File: src/rtl/video_source_arbiter.sv
// Selects camera or test-pattern pixel stream for the downstream pipeline, switching only
// at frame boundaries, with a camera-silence watchdog fallback and pattern sequencing.
//
// state      | meaning
// WAIT_START | between frames, waiting for frame_start of the effective source
// IN_FRAME   | forwarding the locked source until its frame_end (or fallback abort)
module video_source_arbiter #(
  parameter int unsigned TIMEOUT_CYCLES = 2000000,
  parameter int unsigned HOLD_FRAMES    = 60,
  parameter int unsigned WD_WIDTH       = 32
) (
  input  logic        clk,
  input  logic        rst_n,
  input  logic        src_sel,
  input  logic        fallback_en,
  input  logic        cycle_en,
  input  logic [1:0]  pattern_base,
  input  logic [7:0]  cam_pixel_data,
  input  logic        cam_pixel_valid,
  input  logic        cam_frame_start,
  input  logic        cam_frame_end,
  input  logic [15:0] cam_pixel_x,
  input  logic [15:0] cam_pixel_y,
  input  logic [7:0]  tpg_pixel_data,
  input  logic        tpg_pixel_valid,
  input  logic        tpg_frame_start,
  input  logic        tpg_frame_end,
  input  logic [15:0] tpg_pixel_x,
  input  logic [15:0] tpg_pixel_y,
  output logic [1:0]  tpg_pattern_select,
  output logic [7:0]  pixel_data,
  output logic        pixel_valid,
  output logic        frame_start,
  output logic        frame_end,
  output logic [15:0] pixel_x,
  output logic [15:0] pixel_y,
  output logic        active_src,
  output logic        fallback_active,
  output logic [15:0] frame_count
);

  localparam int unsigned HOLD_W = (HOLD_FRAMES > 1) ? $clog2(HOLD_FRAMES) : 1;
  localparam logic [HOLD_W-1:0]   HOLD_LAST = HOLD_W'(HOLD_FRAMES - 1);
  localparam logic [WD_WIDTH-1:0] WD_LIMIT  = WD_WIDTH'(TIMEOUT_CYCLES);

  typedef enum logic {
    WAIT_START = 1'b0,
    IN_FRAME   = 1'b1
  } state_t;

  state_t              state_q, state_d;
  logic [WD_WIDTH-1:0] wd_cnt;
  logic [HOLD_W-1:0]   hold_cnt;

  logic        eff;
  logic        mux_sel;
  logic [7:0]  s_data;
  logic        s_valid, s_fs, s_fe;
  logic [15:0] s_x, s_y;

  logic        active_d, valid_d, fs_d, fe_d;
  logic [7:0]  data_d;
  logic [15:0] x_d, y_d;
  logic        count_inc;
  logic        tpg_end_fwd;

  assign eff     = src_sel | fallback_active;
  assign mux_sel = (state_q == IN_FRAME) ? active_src : eff;

  always_comb begin
    if (mux_sel) begin
      s_data  = tpg_pixel_data;
      s_valid = tpg_pixel_valid;
      s_fs    = tpg_frame_start;
      s_fe    = tpg_frame_end;
      s_x     = tpg_pixel_x;
      s_y     = tpg_pixel_y;
    end else begin
      s_data  = cam_pixel_data;
      s_valid = cam_pixel_valid;
      s_fs    = cam_frame_start;
      s_fe    = cam_frame_end;
      s_x     = cam_pixel_x;
      s_y     = cam_pixel_y;
    end
  end

  always_comb begin
    state_d     = state_q;
    active_d    = active_src;
    data_d      = pixel_data;
    x_d         = pixel_x;
    y_d         = pixel_y;
    valid_d     = 1'b0;
    fs_d        = 1'b0;
    fe_d        = 1'b0;
    count_inc   = 1'b0;
    tpg_end_fwd = 1'b0;
    case (state_q)
      WAIT_START: begin
        if (s_fs) begin
          active_d = eff;
          data_d   = s_data;
          x_d      = s_x;
          y_d      = s_y;
          valid_d  = s_valid;
          fs_d     = 1'b1;
          state_d  = IN_FRAME;
        end
      end
      IN_FRAME: begin
        // Camera died mid-frame: close it without a pixel so the pipeline never stalls open.
        if (fallback_active && !active_src) begin
          fe_d    = 1'b1;
          state_d = WAIT_START;
        end else begin
          data_d  = s_data;
          x_d     = s_x;
          y_d     = s_y;
          valid_d = s_valid;
          if (s_fe) begin
            fe_d        = 1'b1;
            count_inc   = 1'b1;
            tpg_end_fwd = active_src;
            state_d     = WAIT_START;
          end else begin
            fs_d = s_fs;
          end
        end
      end
      default: state_d = WAIT_START;
    endcase
  end

  always_ff @(posedge clk or negedge rst_n) begin
    if (!rst_n) begin
      state_q     <= WAIT_START;
      active_src  <= 1'b0;
      pixel_data  <= '0;
      pixel_x     <= '0;
      pixel_y     <= '0;
      pixel_valid <= 1'b0;
      frame_start <= 1'b0;
      frame_end   <= 1'b0;
      frame_count <= '0;
    end else begin
      state_q     <= state_d;
      active_src  <= active_d;
      pixel_data  <= data_d;
      pixel_x     <= x_d;
      pixel_y     <= y_d;
      pixel_valid <= valid_d;
      frame_start <= fs_d;
      frame_end   <= fe_d;
      if (count_inc) frame_count <= frame_count + 16'd1;
    end
  end

  // A camera start in the same cycle the counter saturates suppresses the fallback.
  always_ff @(posedge clk or negedge rst_n) begin
    if (!rst_n) begin
      wd_cnt          <= '0;
      fallback_active <= 1'b0;
    end else begin
      if (cam_frame_start)      wd_cnt <= '0;
      else if (wd_cnt != WD_LIMIT) wd_cnt <= wd_cnt + WD_WIDTH'(1);

      if (cam_frame_start || !fallback_en) fallback_active <= 1'b0;
      else if (wd_cnt == WD_LIMIT)         fallback_active <= 1'b1;
    end
  end

  always_ff @(posedge clk or negedge rst_n) begin
    if (!rst_n) begin
      tpg_pattern_select <= 2'd0;
      hold_cnt           <= '0;
    end else if (!cycle_en) begin
      tpg_pattern_select <= pattern_base;
      hold_cnt           <= '0;
    end else if (tpg_end_fwd) begin
      if (hold_cnt == HOLD_LAST) begin
        tpg_pattern_select <= tpg_pattern_select + 2'd1;
        hold_cnt           <= '0;
      end else begin
        hold_cnt <= hold_cnt + HOLD_W'(1);
      end
    end
  end

endmodule

File: config.mk
export PLATFORM = sky130hd
export DESIGN_NAME = video_source_arbiter
export DESIGN_NICKNAME = d
export VERILOG_FILES = /design/src/rtl/video_source_arbiter.sv
export SDC_FILE = /design/constraint.sdc
export NUM_CORES = 1
export LEC_CHECK = 0
export ABC_AREA = 1
export CORE_ASPECT_RATIO = 0.9
export CORE_UTILIZATION = 60
export DETAILED_ROUTE_END_ITERATION = 7
export DONT_BUFFER_PORTS = 1
export PLACE_DENSITY = 0.74
export SLEW_MARGIN = 40
export SYNTH_ARGS = -nofsm -noshare
export SYNTH_HDL_FRONTEND = slang
export SYNTH_SLANG_ARGS = --single-unit
File: constraint.sdc
create_clock -name clk -period 1.65 [get_ports clk]
set_input_delay 0.165 -clock clk [delete_from_list [all_inputs] [get_ports clk]]
set_output_delay 0.165 -clock clk [all_outputs]
set_load 0.03 [all_outputs]
# Yosys cells after proc, flatten, opt, wreduce, memory -nomap -nowiden
# Cells that the tools add are included.
dict set report op_classes {
  n_addsub 4
  n_eq_ne 7
  n_mux 44
  n_bitwise 2
  n_reduce_logical 9
}
# operator count
set ops {}
lappend ops {{16-bit two-way mux} 6}
lappend ops {{32-bit two-way mux} 2}
lappend ops {{16-bit one-hot mux with 2 select lines} 2}
lappend ops {{32-bit by 1-bit adder with 32-bit output, second input constant} 1}
lappend ops {{32-bit by 21-bit equality test with 1-bit output, second input constant} 1}
lappend ops {{32-bit by 21-bit inequality test with 1-bit output, second input constant} 1}
lappend ops {{8-bit two-way mux} 3}
lappend ops {{1-bit two-way mux} 21}
lappend ops {{6-bit two-way mux} 3}
lappend ops {{16-bit by 1-bit adder with 16-bit output, second input constant} 1}
lappend ops {{8-bit one-hot mux with 2 select lines} 1}
lappend ops {{6-bit by 1-bit adder with 6-bit output, second input constant} 1}
lappend ops {{6-bit equality test, second input constant} 1}
lappend ops {{2-bit two-way mux} 3}
lappend ops {{1-bit one-hot mux with 2 select lines} 3}
lappend ops {{2-bit AND reduction} 3}
lappend ops {{2-bit by 1-bit inequality test with 1-bit output, second input constant} 2}
lappend ops {{2-bit inequality test, second input constant} 2}
lappend ops {{2-bit nonzero test} 2}
lappend ops {{2-bit by 1-bit adder with 2-bit output, second input constant} 1}
lappend ops {{1-bit zero test} 2}
lappend ops {{1-bit logical AND} 1}
lappend ops {{1-bit logical OR} 1}
lappend ops {{1-bit inverter} 1}
lappend ops {{1-bit OR} 1}
dict set report totals {
  register_bits 102
  in_bits 93
  output_inout_bits 63
  elab_cells 79
}

# Depth between registers and ports, before layout
dict set report depth {
  depth_word 8
  mapped_depth 10
  mapped_depth_nobuf 9
}

# Worst setup path after synthesis
# OpenSTA, ideal clock, no wires.
dict set report synth_path {
  path_kind {reg2reg}
  start {reg fallback_active}
  end {reg frame_count[11]}
  setup_time_ns 0.117
  arrival_ns 1.475
  t_required_ns 1.533
  path_slack_ns 0.057
  stages_incl_launch_ff 11
  n_path_buf 2
  period_less_slack_ns 1.593
  cell_sequence {dfrtp_1 nor2_1 nand2_4 nand2_4 nand2_1 nand2_1 nand2_1 buf_4 buf_6 nand2_1 nand2_1}
}
dict set report synth_via {
  elab_chain_cells 6
  elab_cells_between_ends 7
  classes_between {5 x mux; 1 x bitwise; 1 x reduce/logical}
}
# item line
set synth_rtl {}
lappend synth_rtl {{from (decl)} 38} ;# output logic fallback_active,
lappend synth_rtl {{from (signal assigned)} 163} ;# fallback_active <= 1'b0;
lappend synth_rtl {{from (signal assigned)} 168} ;# if (cam_frame_start || !fallback_en) fallback_active <= 1'b0;
lappend synth_rtl {{from (signal assigned)} 169} ;# else if (wd_cnt == WD_LIMIT) fallback_active <= 1'b1;
lappend synth_rtl {{1-bit OR} 67} ;# assign eff = src_sel | fallback_active;
lappend synth_rtl {{1-bit two-way mux} 68} ;# assign mux_sel = (state_q == IN_FRAME) ? active_src : eff;
lappend synth_rtl {{1-bit two-way mux} 71} ;# if (mux_sel) begin
lappend synth_rtl {{1-bit two-way mux} 121} ;# if (s_fe) begin
lappend synth_rtl {{1-bit two-way mux (*)} 113} ;# if (fallback_active && !active_src) begin
lappend synth_rtl {{1-bit two-way mux (*)} 99} ;# case (state_q)
lappend synth_rtl {{to (signal assigned)} 155} ;# if (count_inc) frame_count <= frame_count + 16'd1;
lappend synth_rtl {{to (decl)} 39} ;# output logic [15:0] frame_count
# Every way passes the cells marked *; elsewhere a longest branch is shown, timed or not.
# A chain may end at the register's enable or synchronous reset.

# Final worst setup path
dict set report layout_path {
  start {reg fallback_active}
  end {reg pixel_y[6]}
}
dict set report layout_via {
  elab_chain_cells 5
  elab_cells_between_ends 11
  classes_between {2 x eq/ne; 6 x mux; 1 x bitwise; 2 x reduce/logical}
}
# item line
set layout_rtl {}
lappend layout_rtl {{1-bit OR} 67}
lappend layout_rtl {{1-bit two-way mux} 68}
lappend layout_rtl {{16-bit two-way mux or 1-bit two-way mux (tied branches)} 71}
lappend layout_rtl {{16-bit two-way mux (tied with other cells)} 113}
lappend layout_rtl {{16-bit one-hot mux with 2 select lines or 2-bit AND reduction (tied branches)} n/a}
lappend layout_rtl {{to (signal assigned)} 151} ;# pixel_y <= y_d;
lappend layout_rtl {{to (decl)} 36} ;# output logic [15:0] pixel_y,
# Parallel ways exist; a longest one is shown, timed or not. The select of a mux whose other input is x is not followed.

==> impl_metrics.yaml <==
status:
  outcome: "complete, but fails checks"
  violations: "hold timing"
clock_network:
  cts_tree: "done"
  cts.path.max_buffers: 2
  cts_setup_buffers: 0
  htreeDepth: 3
  clk_latency_ns: 0.38
  clk_pin_slew_ns: 0.12
  cts_buffers: 9
  cts.sinks: 102
  hold_buffers: 41
  cts-root-buf: "clkbuf_8"
yosys:
  yosys.cell_types.count: 25
  ys_seq_area_frac: 0.4356
  synth-seq-cells: 102
  synth_commonest_cells: "nand2_1 (383), nand3_1 (112), nor2_1 (112)"
  yosysMostFrequentCell: "nand2_1"
  synth-edff-count: 0
  synthesis.area_um2: 5859
  synth_ff_type: "dfrtp_1"
  synth.avg_cell_area_um2: 6.666
  syn-num-nets: 976
  synth_top_area_frac: 0.4356
  synth_area_leaders: "dfrtp_1 (44%), nand2_1 (25%), nand3_1 (9.6%)"
  yosys_warnings: 0
  netlist_instances: 879
  synthArstFlopShare: 1.000
  synth_top_area_cell: "dfrtp_1"
flow_run:
  drv_cap: 0
critical_path:
  critPathSlowestCell: "dfrtp_1"
  critPathKind: "reg -> reg"
  crit_path_end_kind: "flop"
  path_delay_family: "buffers and inverters"
  crit_required_ns: 1.97
  cp_max_fo: 40
  worst_setup_path_start_kind: "flop"
  cp.arrival_ns: 1.87
  crit_buf_inv: 4
  path_cells: "buf_4 > inv_1 > nor2_1 > nor2_1 > inv_2 > nand2_1 > buf_12 > nand2_1 > nand2_1"
  crit_path_frequent_cell: "nand2_1"
  critPathMaxStageDelay_ns: 0.40
timing:
  drv_slew: 0
  hold_violations: 102
  holdWs_ns: -0.5257
  tns_ns: 0
  worstMarginPinSlew_ns: 0.4173
  slew_headroom: 0.7218
  rsz0062_at_grt: "no"
  setup_viol: 0
  layout_min_cycle_time_ns: 1.545
  layout_setup_ws_ns: 0.1050
  max_freq_ghz: 0.6473
  fin_crit_sh: 0.9363
  skew_ns: 0.01569
floorplanning:
  dieHeight_um: 95.75
  initial_utilization: 0.6307
  num_rows: 33
  num_io_pins: 156
  core-area_um2: 9290
  fp.dieW_um: 106.2
  design.die.area_um2: 10170
grt:
  met2_usage: 0.5189
  grt_use_met3: 0.06770
  gr-total-overflow: 0
  grt_antenna_before_repair: 1
  grt_usage: 0.3204
  busiest_layer: "met2"
  gr-usage-met1: 0.4291
  grt_pass1_vias: 5556
  grt_pass1_wl_mm: 25.86
  grt_start_max_net_pins: 103
pwr:
  p_sw_mw: 4.979
  combPwrFrac: 0.367
  clkPwrFrac: 0.157
  p_per_area_nw_per_um2: 1474
  peakVddDrop_mv: 1.221
  leakagePower_nw: 3.362
  switching_share: 0.4974
  internal_power_mw: 5.030
  seqPwrFrac: 0.476
  power.total_mw: 10.01
layout:
  seq_area_um2: 2554
  fin_nets: 1031
  multiInputGateArea_um2: 2945
  finalInstanceArea_um2: 6793
  diodes: 0
  syn_to_final_growth_pct: 15.93
  drive_gt1_frac: 0.07774
  nFillCells: 729
detailed_routing:
  drt-initial-drc-count: 439
  first_pass_iters: 5
  vias_per_cell: 5.543
  vias: 5881
  drtAntennaViolNets: 0
  routedWlPerCell_um: 15.04
  drc: 0
  drt_wl_total_mm: 15.96
min_path:
  min-delay-path-class: "in -> async"
place:
  portBuffers: 0
  hpwl_mm: 10.89
  gp_congestion: 0.9510
  placed_cell_area_um2: 6161
  place_ws_ns: 0.07316
stage by stage:
stage / utilization / hold WS (ns) / instances
after detailed placement: 0.6632 / -0.1273 / 1003
after global routing: 0.7312 / -0.5573 / 1061
final: 0.7312 / -0.5257 / 1061
after CTS: 0.7274 / -0.5506 / 1060
after floorplan: - / -0.1306 / 879
after global placement: 0.6632 / -0.1280 / 1003
routing by layer:
metal / vias up / routed length [µm]
met3: 35 / 1267
met5: - / 13
li1: 2855 / -
met1: 2738 / 6662
met2: 251 / 7634
met4: 2 / 378
final cells by class:
| type | instances | area share |
|---|---|---|
| Multi-Input combinational cell | 682 | 0.4336 |
| Tap cell | 122 | 0.02247 |
| Inverter | 64 | 0.03592 |
| Clock inverter | 7 | 0.009210 |
| Clock buffer | 9 | 0.01824 |
| Sequential cell | 102 | 0.3759 |
| Timing Repair inverter | 1 | 0.001105 |
| Timing Repair Buffer | 74 | 0.1035 |
registers in the layout, indices dropped and copies added (netlist names):
name                cells
pixel_data              8
wd_cnt                 32
pixel_valid             1
frame_start             1
frame_end               1
pixel_x                16
tpg_pattern_select      2
hold_cnt                6
frame_count            16
active_src              1
pixel_y                16
state_q                 1
fallback_active         1
cells by family (layout without fill, tap and decap cells):
logic type,count (synthesis),after routing,share of synthesized area
buffers and inverters,95,155,0.06641
adders and majority gates,4,4,0.008542
DFF,102,102,0.4356
and+or+nand+nor,631,631,0.4399
AOI/OAI and AO/OA,33,33,0.02862
xor gates and xnor gates,14,14,0.02093
power groups by stage:
stage | Clock [mW] | Sequential, mW | Combinational, mW
finish | 1.57 | 4.76 | 3.68
CTS | 1.60 | 4.75 | 3.59
floorplan | 0 | 4.74 | 2.58
global placement | 0 | 4.79 | 3.35
detailed placement | 0 | 4.78 | 3.51
global route | 1.69 | 4.83 | 4.16
final timing paths:
path / from / to / slack [ns] / cells after the start
worst max-delay path: fallback_active / pixel_y[6] / 0.11 / 9
worst min-delay path: rst_n / wd_cnt[17] / -0.53 / 0
worst max register to register: fallback_active / pixel_y[6] / 0.11 / 9
worst min register to register: wd_cnt[7] / wd_cnt[7] / 0.54 / 1
max in group asynchronous: rst_n / wd_cnt[31] / 2.02 / 0
min in group clk: cam_pixel_y[15] / pixel_y[15] / 0.01 / 4
repair_timing:
item                                   CTS  global route
resized for setup                        0            14
endpoints found under the hold margin  161           102
setup endpoints to repair                0            63
worst register-to-register path: stages (launching register included):
cell	delay [ns]
dfrtp_1	0.40
buf_4	0.18
inv_1	0.08
nor2_1	0.05
nor2_1	0.19
inv_2	0.10
nand2_1	0.12
buf_12	0.21
nand2_1	0.10
nand2_1	0.07
cells in the final DEF, fill, tap and decap left out, types with 2 or more instances in the layout:
| cell type | netlist | routed |
|---|---|---|
| nand3_1 | 112 | 112 |
| nor3_1 | 5 | 5 |
| dlygate4sd3_1 | 0 | 40 |
| nand4_1 | 11 | 11 |
| inv_1 | 62 | 61 |
| xnor2_1 | 7 | 7 |
| clkinvlp_4 | 0 | 2 |
| nand2_2 | 2 | 5 |
| inv_2 | 2 | 2 |
| buf_12 | 0 | 4 |
| inv_6 | 0 | 3 |
| nand2_4 | 2 | 2 |
| inv_8 | 0 | 2 |
| nand2_1 | 383 | 380 |
| nor2_2 | 1 | 9 |
| clkbuf_8 | 0 | 9 |
| nor2_1 | 112 | 104 |
| ha_1 | 4 | 4 |
| a21oi_1 | 12 | 12 |
| dfrtp_1 | 102 | 101 |
| buf_4 | 5 | 29 |
| xor2_1 | 7 | 7 |
| o21ai_0 | 20 | 20 |
Note: power is estimated with default switching activity, not from simulation.
